**config.mk**
```make
export PLATFORM = sky130hd
export DESIGN_NAME = regfile_bypass
export DESIGN_NICKNAME = d
export VERILOG_FILES = /design/src/rtl/mips_pkg.sv /design/src/rtl/regfile_rd_port.sv /design/src/rtl/regfile_bypass.sv
export SDC_FILE = /design/constraint.sdc
export NUM_CORES = 2
export LEC_CHECK = 0
export ABC_AREA = 1
export ABC_CLOCK_PERIOD_IN_PS = 41400
export CELL_PAD_IN_SITES_DETAIL_PLACEMENT = 1
export CELL_PAD_IN_SITES_GLOBAL_PLACEMENT = 1
export CORE_AREA = 2 2 354 426
export DETAILED_ROUTE_END_ITERATION = 12
export DIE_AREA = 0 0 356 428
export DONT_BUFFER_PORTS = 1
export HOLD_SLACK_MARGIN = 0.06
export PLACE_DENSITY = 0.84
export SKIP_LAST_GASP = 1
export SLEW_MARGIN = 25
export SYNTH_ARGS = -nofsm -noshare
export SYNTH_HDL_FRONTEND = slang
export SYNTH_SLANG_ARGS = --single-unit
```
**constraint.sdc**
```tcl
create_clock -name CLK -period 41.4 [get_ports CLK]
set_input_delay 8.28 -clock CLK [delete_from_list [all_inputs] [get_ports CLK]]
set_output_delay 8.28 -clock CLK [all_outputs]
set_load 0.01 [all_outputs]
```
**src/rtl/mips_pkg.sv**
```systemverilog
// Shared datapath definitions: default register-file geometry, the hardwired
// zero index, and slice helpers for packed multi-port buses.
`ifndef MIPS_PKG_SV
`define MIPS_PKG_SV

// Port p of a packed bus whose fields are w bits wide.
`define RF_ADDR_SLICE(p, w) ((p) * (w)) +: (w)
`define RF_DATA_SLICE(p, w) ((p) * (w)) +: (w)

package mips_pkg;
    localparam int DEF_DATA_W   = 32;
    localparam int DEF_NUM_REGS = 32;
    localparam int ZERO_IDX     = 0;
endpackage

`endif

```
**src/rtl/regfile_rd_port.sv**
```systemverilog
// One registered read port: zero-register / write-bypass / array selection
// followed by the read data and valid flops.
module regfile_rd_port
    import mips_pkg::*;
#(
    parameter int DATA_W   = DEF_DATA_W,
    parameter int NUM_REGS = DEF_NUM_REGS,
    parameter int ADDR_W   = $clog2(NUM_REGS),
    parameter bit ZERO_REG = 1'b1,
    parameter bit BYPASS   = 1'b1
) (
    input  logic              CLK,
    input  logic              RESET,
    input  logic              rd_en,
    input  logic [ADDR_W-1:0] rd_addr,
    input  logic [DATA_W-1:0] regs [NUM_REGS],
    input  logic              wr_en,
    input  logic [ADDR_W-1:0] wr_addr,
    input  logic [DATA_W-1:0] wr_data,
    output logic [DATA_W-1:0] rd_data,
    output logic              rd_valid
);

    localparam logic [ADDR_W-1:0] ZERO_A = ADDR_W'(ZERO_IDX);

    logic [DATA_W-1:0] sel_data;

    // Zero register wins over bypass so a dropped write never leaks through.
    always_comb begin
        sel_data = regs[rd_addr];
        if (ZERO_REG && (rd_addr == ZERO_A)) begin
            sel_data = '0;
        end else if (BYPASS && wr_en && (wr_addr == rd_addr)) begin
            sel_data = wr_data;
        end
    end

    always_ff @(posedge CLK or posedge RESET) begin
        if (RESET) begin
            rd_data  <= '0;
            rd_valid <= 1'b0;
        end else begin
            rd_valid <= rd_en;
            if (rd_en) begin
                rd_data <= sel_data;
            end
        end
    end

endmodule

```
**src/rtl/regfile_bypass.sv**
```systemverilog
// Parametrised register file: NUM_RD registered read ports, one synchronous
// write port, optional hardwired zero register and write-to-read bypass.
module regfile_bypass
    import mips_pkg::*;
#(
    parameter int DATA_W   = DEF_DATA_W,
    parameter int NUM_REGS = DEF_NUM_REGS,
    parameter int ADDR_W   = $clog2(NUM_REGS),
    parameter int NUM_RD   = 2,
    parameter bit ZERO_REG = 1'b1,
    parameter bit BYPASS   = 1'b1
) (
    input  logic                     CLK,
    input  logic                     RESET,
    input  logic [NUM_RD-1:0]        rd_en,
    input  logic [NUM_RD*ADDR_W-1:0] rd_addr,
    output logic [NUM_RD*DATA_W-1:0] rd_data,
    output logic [NUM_RD-1:0]        rd_valid,
    input  logic                     wr_en,
    input  logic [ADDR_W-1:0]        wr_addr,
    input  logic [DATA_W-1:0]        wr_data,
    output logic                     wr_ack
);

    localparam logic [ADDR_W-1:0] ZERO_A = ADDR_W'(ZERO_IDX);

    // Strobe protocol: there is no back-pressure. A read issued with rd_en[p]
    // in cycle n yields rd_valid[p]=1 with its data in cycle n+1; a write with
    // wr_en in cycle n raises wr_ack in cycle n+1 only if it was committed.
    logic [DATA_W-1:0] regs [NUM_REGS];
    logic              wr_commit;

    assign wr_commit = wr_en && !(ZERO_REG && (wr_addr == ZERO_A));

    always_ff @(posedge CLK or posedge RESET) begin
        if (RESET) begin
            for (int i = 0; i < NUM_REGS; i++) begin
                regs[i] <= '0;
            end
            wr_ack <= 1'b0;
        end else begin
            if (wr_commit) begin
                regs[wr_addr] <= wr_data;
            end
            wr_ack <= wr_commit;
        end
    end

    for (genvar p = 0; p < NUM_RD; p++) begin : g_rd
        regfile_rd_port #(
            .DATA_W   (DATA_W),
            .NUM_REGS (NUM_REGS),
            .ADDR_W   (ADDR_W),
            .ZERO_REG (ZERO_REG),
            .BYPASS   (BYPASS)
        ) u_port (
            .CLK      (CLK),
            .RESET    (RESET),
            .rd_en    (rd_en[p]),
            .rd_addr  (rd_addr[`RF_ADDR_SLICE(p, ADDR_W)]),
            .regs     (regs),
            .wr_en    (wr_en),
            .wr_addr  (wr_addr),
            .wr_data  (wr_data),
            .rd_data  (rd_data[`RF_DATA_SLICE(p, DATA_W)]),
            .rd_valid (rd_valid[p])
        );
    end

endmodule

```
Yosys cells after proc, flatten, opt, wreduce, memory -nomap -nowiden
Index checks and enable logic that the tools add are counted.
{ "totals": {"regBits": 1091, "input_bits": 52, "out_inout_bits": 67} }
{ "op_classes": {"reduce_logical": 8, "magnitude_cmp": 4, "n_mux": 13, "n_bitwise": 3, "eq_ne": 2} }
{ "ops": {"columns": ["operator", "count"], "rows": [
  ["bitwise mux 1024 bit", 1],
  ["binary-select mux 32 bit (select 5 bit)", 2],
  ["two-way mux 32 bit", 9],
  ["demux 32 bit (select 5 bit)", 1],
  ["greater-or-equal comparator 6 bit, second input constant", 3],
  ["inverter 5 -> 6 bit", 3],
  ["logical NOT 5 bit", 3],
  ["equality test 5 bit", 2],
  ["< comparator 6 x 1 -> 1 bit, second input constant", 1],
  ["logical AND 1 bit", 4],
  ["logical NOT 1 bit", 1]
]} }

Logic depth before layout (Yosys ltp)
{ "depth": {"ltp_word": 6, "depth_mapped": 13, "ltp_nobuf": 11} }

Cells and area by module
A second synthesis with hierarchy kept.
{ "unflattened": {"cells_unflattened": 10886, "area_unflattened_um2": 66865.4} }
{ "modules_own_cells": {"columns": ["module", "area_each_um2", "instances", "cells_per_inst", "seq_area_each_um2"], "rows": [
  ["regfile_bypass", 39018.7, 1, 4448, 25649.6],
  ["regfile_rd_port", 13923.4, 2, 3219, 825.8]
]} }

Worst setup path before layout
OpenSTA, ideal clock, no wires.
{ "synth_path": {"path_kind": "input port to flip-flop", "startpoint": "input rd_addr[7]", "endpoint": "register g_rd[1].u_port.rd_data[0]", "required_ns": 41.284, "stages": 9, "path_slack_ns": 31.760, "arrival_time_ns": 9.523, "cell_sequence": "clkbuf_1 nor2_1 buf_2 nand3_1 o21ai_1 clkbuf_1 nor2_1 nand2_1 nand2_1"} }
{ "synth_via": {"elab_chain_len": 6, "elab_cells_between_ends": 9} }
{ "synth_rtl": {"columns": ["element", "line_no", "rtl"], "rows": [
  ["start, declared", "regfile_bypass.sv:16", "input logic [NUM_RD*ADDR_W-1:0] rd_addr,"],
  ["inverter 5 -> 6 bit (implied by the code)", "regfile_rd_port.sv:30", "sel_data = regs[rd_addr];"],
  ["binary-select mux 32 bit (select 5 bit)", "regfile_rd_port.sv:30", null],
  ["two-way mux 32 bit (implied by the code) (2 in series)", "regfile_rd_port.sv:30", null],
  ["two-way mux 32 bit", "regfile_rd_port.sv:33", "end else if (BYPASS && wr_en && (wr_addr == rd_addr)) begin"],
  ["two-way mux 32 bit (*)", "regfile_rd_port.sv:31", "if (ZERO_REG && (rd_addr == ZERO_A)) begin"],
  ["end signal, assigned", "regfile_rd_port.sv:45", "rd_data <= sel_data;"],
  ["end, declared", "regfile_rd_port.sv:20", "output logic [DATA_W-1:0] rd_data,"]
]} }
Mark *: on every way between the ends. The rest lies on a longest branch, timed or not. The select of a mux whose other input is x is not followed.
A chain may end at the register's enable or synchronous reset.

Worst setup path after layout
{ "layout_path": {"startpoint": "input rd_addr[0]", "endpoint": "register g_rd[0].u_port.rd_data[12]"} }
{ "layout_via": {"elab_chain_len": 6, "elab_cells_between_ends": 9} }
{ "layout_rtl": {"columns": ["element", "line_no"], "rows": [
  ["inverter 5 -> 6 bit (implied by the code)", "regfile_rd_port.sv:30"],
  ["binary-select mux 32 bit (select 5 bit)", "regfile_rd_port.sv:30"],
  ["two-way mux 32 bit (implied by the code) (2 in series)", "regfile_rd_port.sv:30"],
  ["two-way mux 32 bit", "regfile_rd_port.sv:33"],
  ["two-way mux 32 bit (*)", "regfile_rd_port.sv:31"],
  ["end signal, assigned", "regfile_rd_port.sv:45"],
  ["end, declared", "regfile_rd_port.sv:20"]
]} }
Marks and branches as above.

==> key figures <==
Synthesis
  • Mux cell area share after synthesis: 0
  • Largest family of logic cells by synthesized area: simple AND/OR/NAND/NOR gates
  • Unique masters post-synth: 23
  • Sequential element share of the synthesized area: 0.440
  • Yosys warnings: 0
  • Compound-cell area share of the yosys netlist: 0.0813
  • Post-Synth Simple-Gate Area: 0.387
  • Synth Area per Inst: 6.51 um2
  • Gate Count Post-Synth: 9525
  • Mapped Area: 0.0620 mm2
  • Xor and xnor fraction of the mapped netlist area: 0.000141
  • Post-synthesis adder-cell area fraction: 0
  • #FFs+latches synth: 1091
  • Synth Net Count: 9577

Die
  • Rows: 155
  • Core ar.: 0.148 mm2
  • Chip height: 428 um
  • Initial Utilization: 0.418
  • Total Die Area: 0.152 mm2
  • Die width: 356 um
  • # IOs: 119

Power and ir drop
  • Leak pwr: 33.2 nW
  • Clock share of power: 0.359
  • Worst vdd ir: 35.7 uV
  • Net Sw Frac: 0.325
  • Net Switching: 1.01 mW
  • Comb pwr share: 0.194
  • Sequential share of power: 0.448
  • Power Density: 46.8 mW/mm2
  • Cell Int Power: 2.10 mW

Global routing
  • First-pass GRT wire length: 407 mm
  • Vias in the first global route: 67.2k
  • Total grt overflow: 0
  • GRT Util Overall: 0.347
  • Largest net degree at the start of global routing: 643
  • Antenna violations before repair: 0

Clock network
  • TritonCTS clock tree: yes
  • Worst-path clk slew: 0.07 ns
  • CTS sink count: 1091
  • Postcts setup bufs: 0
  • Number of CTS-inserted buffers: 114
  • Clk_lat worst skew: 0.78 ns
  • CTS Root Cell: clkbuf_16
  • CTS HTree Levels: 3
  • Bufs on Longest Clock Path: 3
  • Cts repair resizes: 0
  • Cts hold-fix bufs: 0

Detailed routing
  • 1st-iter DRT viols: 6742
  • Vias per cell: 5.90
  • Residual DRC count: 0
  • Routed WL per cell: 24.4 um
  • Vias: 65.0k
  • Routed WL: 269 mm
  • Post-DRT Antenna Nets: 0
  • Initial DRT Pass Iterations: 7

Critical path
  • Critical path startpoint category: input pin
  • Critical Path Fanout Max: 642
  • Worst Path Required: 42.05 ns
  • R2r setup slk: 39.75 ns
  • Arr. time, crit path: 13.28 ns
  • Critical path capture point type: register
  • Crit path kind: in -> reg

Timing
  • Worst slew margin: -0.655
  • Actual slew at the worst max-slew pin: 2.48 ns
  • TNS Setup: 0 ns
  • Period minus WS final: 12.63 ns
  • Worst clock skew: 0.0212 ns
  • Count of pins over their slew limit: 686
  • Final hold viol count: 0
  • Peak Freq: 79.2 MHz
  • RSZ-0062 raised after global routing: no
  • Worst setup margin: 28.77 ns
  • Setup-failing EPs final: 0
  • Period utilization: 0.305

Place
  • I/O Buffers: 0
  • Post-place setup slack: 29.05 ns
  • Gp weighted congestion: 0.832
  • DP Wirelength: 136 mm

Outcome
  • Outcome: finished, violations left
  • Violated checks: max-slew violations

Worst hold path
  • Worst Hold Class: reg -> reg

Layout
  • Syn-to-layout area delta: 7.25%
  • Nets: 9019
  • Layout cells sized above 1: 0.0379

Job
  • Maximum Capacitance Violations: 0
==> sequential cells by signal (all words and copies together) (netlist names) <==
| signal | cells |
|---|---|
| g_rd.u_port.rd_valid | 2 |
| wr_ack | 1 |
| g_rd.u_port.rd_data | 64 |
| regs | 1024 |
==> synthesized netlist by cell type (all sizes together) <==
library cell / instances / area share
o21ai: 997 / 0.080
buf: 224 / 0.017
o22ai: 6 / 0.00061
nor2: 909 / 0.055
a21oi: 2 / 0.00016
nor4: 1 / 0.00034
nor3: 10 / 0.0017
inv: 696 / 0.042
nand2: 3903 / 0.24
nand3: 1155 / 0.093
xor2: 1 / 0.00014
dfrtp: 1091 / 0.44
clkbuf: 527 / 0.032
clkinv: 2 / 0.00012
nand4: 1 / 0.00010
==> critical path: stages <==
cell,delay [ns]
inv_8,1.27
buf_12,0.62
buf_4,0.87
nand2_1,0.20
nand3_1,0.13
nand3_1,0.10
nand2_1,0.09
nand3_1,0.08
nand2_1,0.09
nand2_1,0.05
nand2_1,0.28
nand2_1,0.08
==> cell type report <==
type	count	area, um2
antenna	1	2.50
clock buffer	159	3390
clock inverter	52	578
fill	19379	81700
inverter	698	2660
multi-input combinational	6985	29400
sequential	1091	27300
tap	1962	2450
timing repair buffer	77	746
==> path summary, 6_finish.rpt <==
| kind | start | endpoint | cells after the start |
|---|---|---|---|
| worst min-delay path | regs[998]$_DFFE_PP0P_ | regs[998]$_DFFE_PP0P_ | 0 |
| worst max-delay path | rd_addr[0] | g_rd[0].u_port.rd_data[12]$_DFFE_PP0P_ | 12 |
| worst max register to register | regs[840]$_DFFE_PP0P_ | g_rd[1].u_port.rd_data[8]$_DFFE_PP0P_ | 10 |
| max in group asynchronous | RESET | regs[166]$_DFFE_PP0P_ | 5 |
| worst min register to register | regs[998]$_DFFE_PP0P_ | regs[998]$_DFFE_PP0P_ | 0 |
| min in group asynchronous | RESET | regs[567]$_DFFE_PP0P_ | 1 |
==> routing by layer <==
layer  track usage  vias to the layer above  wire [um]
li1              -                    28401          -
met3        0.0658                      944      25900
met4         0.185                        0      16100
met2         0.555                     3256     121000
met1         0.445                    32419     106000
met5             0                        -          0
==> metrics by stage <==
| step | util | cells | power [mW] | hold slack, ns | area [um2] |
|---|---|---|---|---|---|
| 2_1_floorplan | - | 9525 | 1.84 | 0.451 | 62000 |
| 3_3_place_gp | 0.421 | 10808 | 1.94 | 0.385 | 62300 |
| 3_5_place_dp | 0.421 | 10810 | 1.99 | 0.391 | 62400 |
| 4_1_cts | 0.448 | 11021 | 3.10 | 0.407 | 66400 |
| 5_1_grt | 0.449 | 11024 | 3.26 | 0.413 | 66500 |
| 6_report | 0.449 | 11025 | 3.11 | 0.406 | 66500 |
==> kinds of logic after synthesis <==
| logic type | Yosys count |
|---|---|
| xor+xnor | 1 |
| simple gates | 5979 |
| flops | 1091 |
| buf+inv | 1449 |
| compound gates | 1005 |
==> cell usage in the layout (no fill, tap or decap), types with 14 or more instances in the layout <==
cell       instances
o21ai_0          876
nand2_4           21
clkbuf_1          14
clkinv_2          27
buf_4             62
inv_1            678
nand2_1         3875
dfrtp_1         1091
clkbuf_8          26
nand3_1         1153
o21ai_1          120
nor2_1           901
clkbuf_16        119
==> power groups by stage <==
stage | logic, mW | clock network [mW] | registers [mW]
after floorplan | 0.467 | 0 | 1.37
after global placement | 0.545 | 0 | 1.39
after detailed placement | 0.585 | 0 | 1.41
after CTS | 0.595 | 1.12 | 1.39
after global routing | 0.689 | 1.16 | 1.41
final | 0.602 | 1.11 | 1.39
Note: power is estimated with default switching activity, not from simulation.
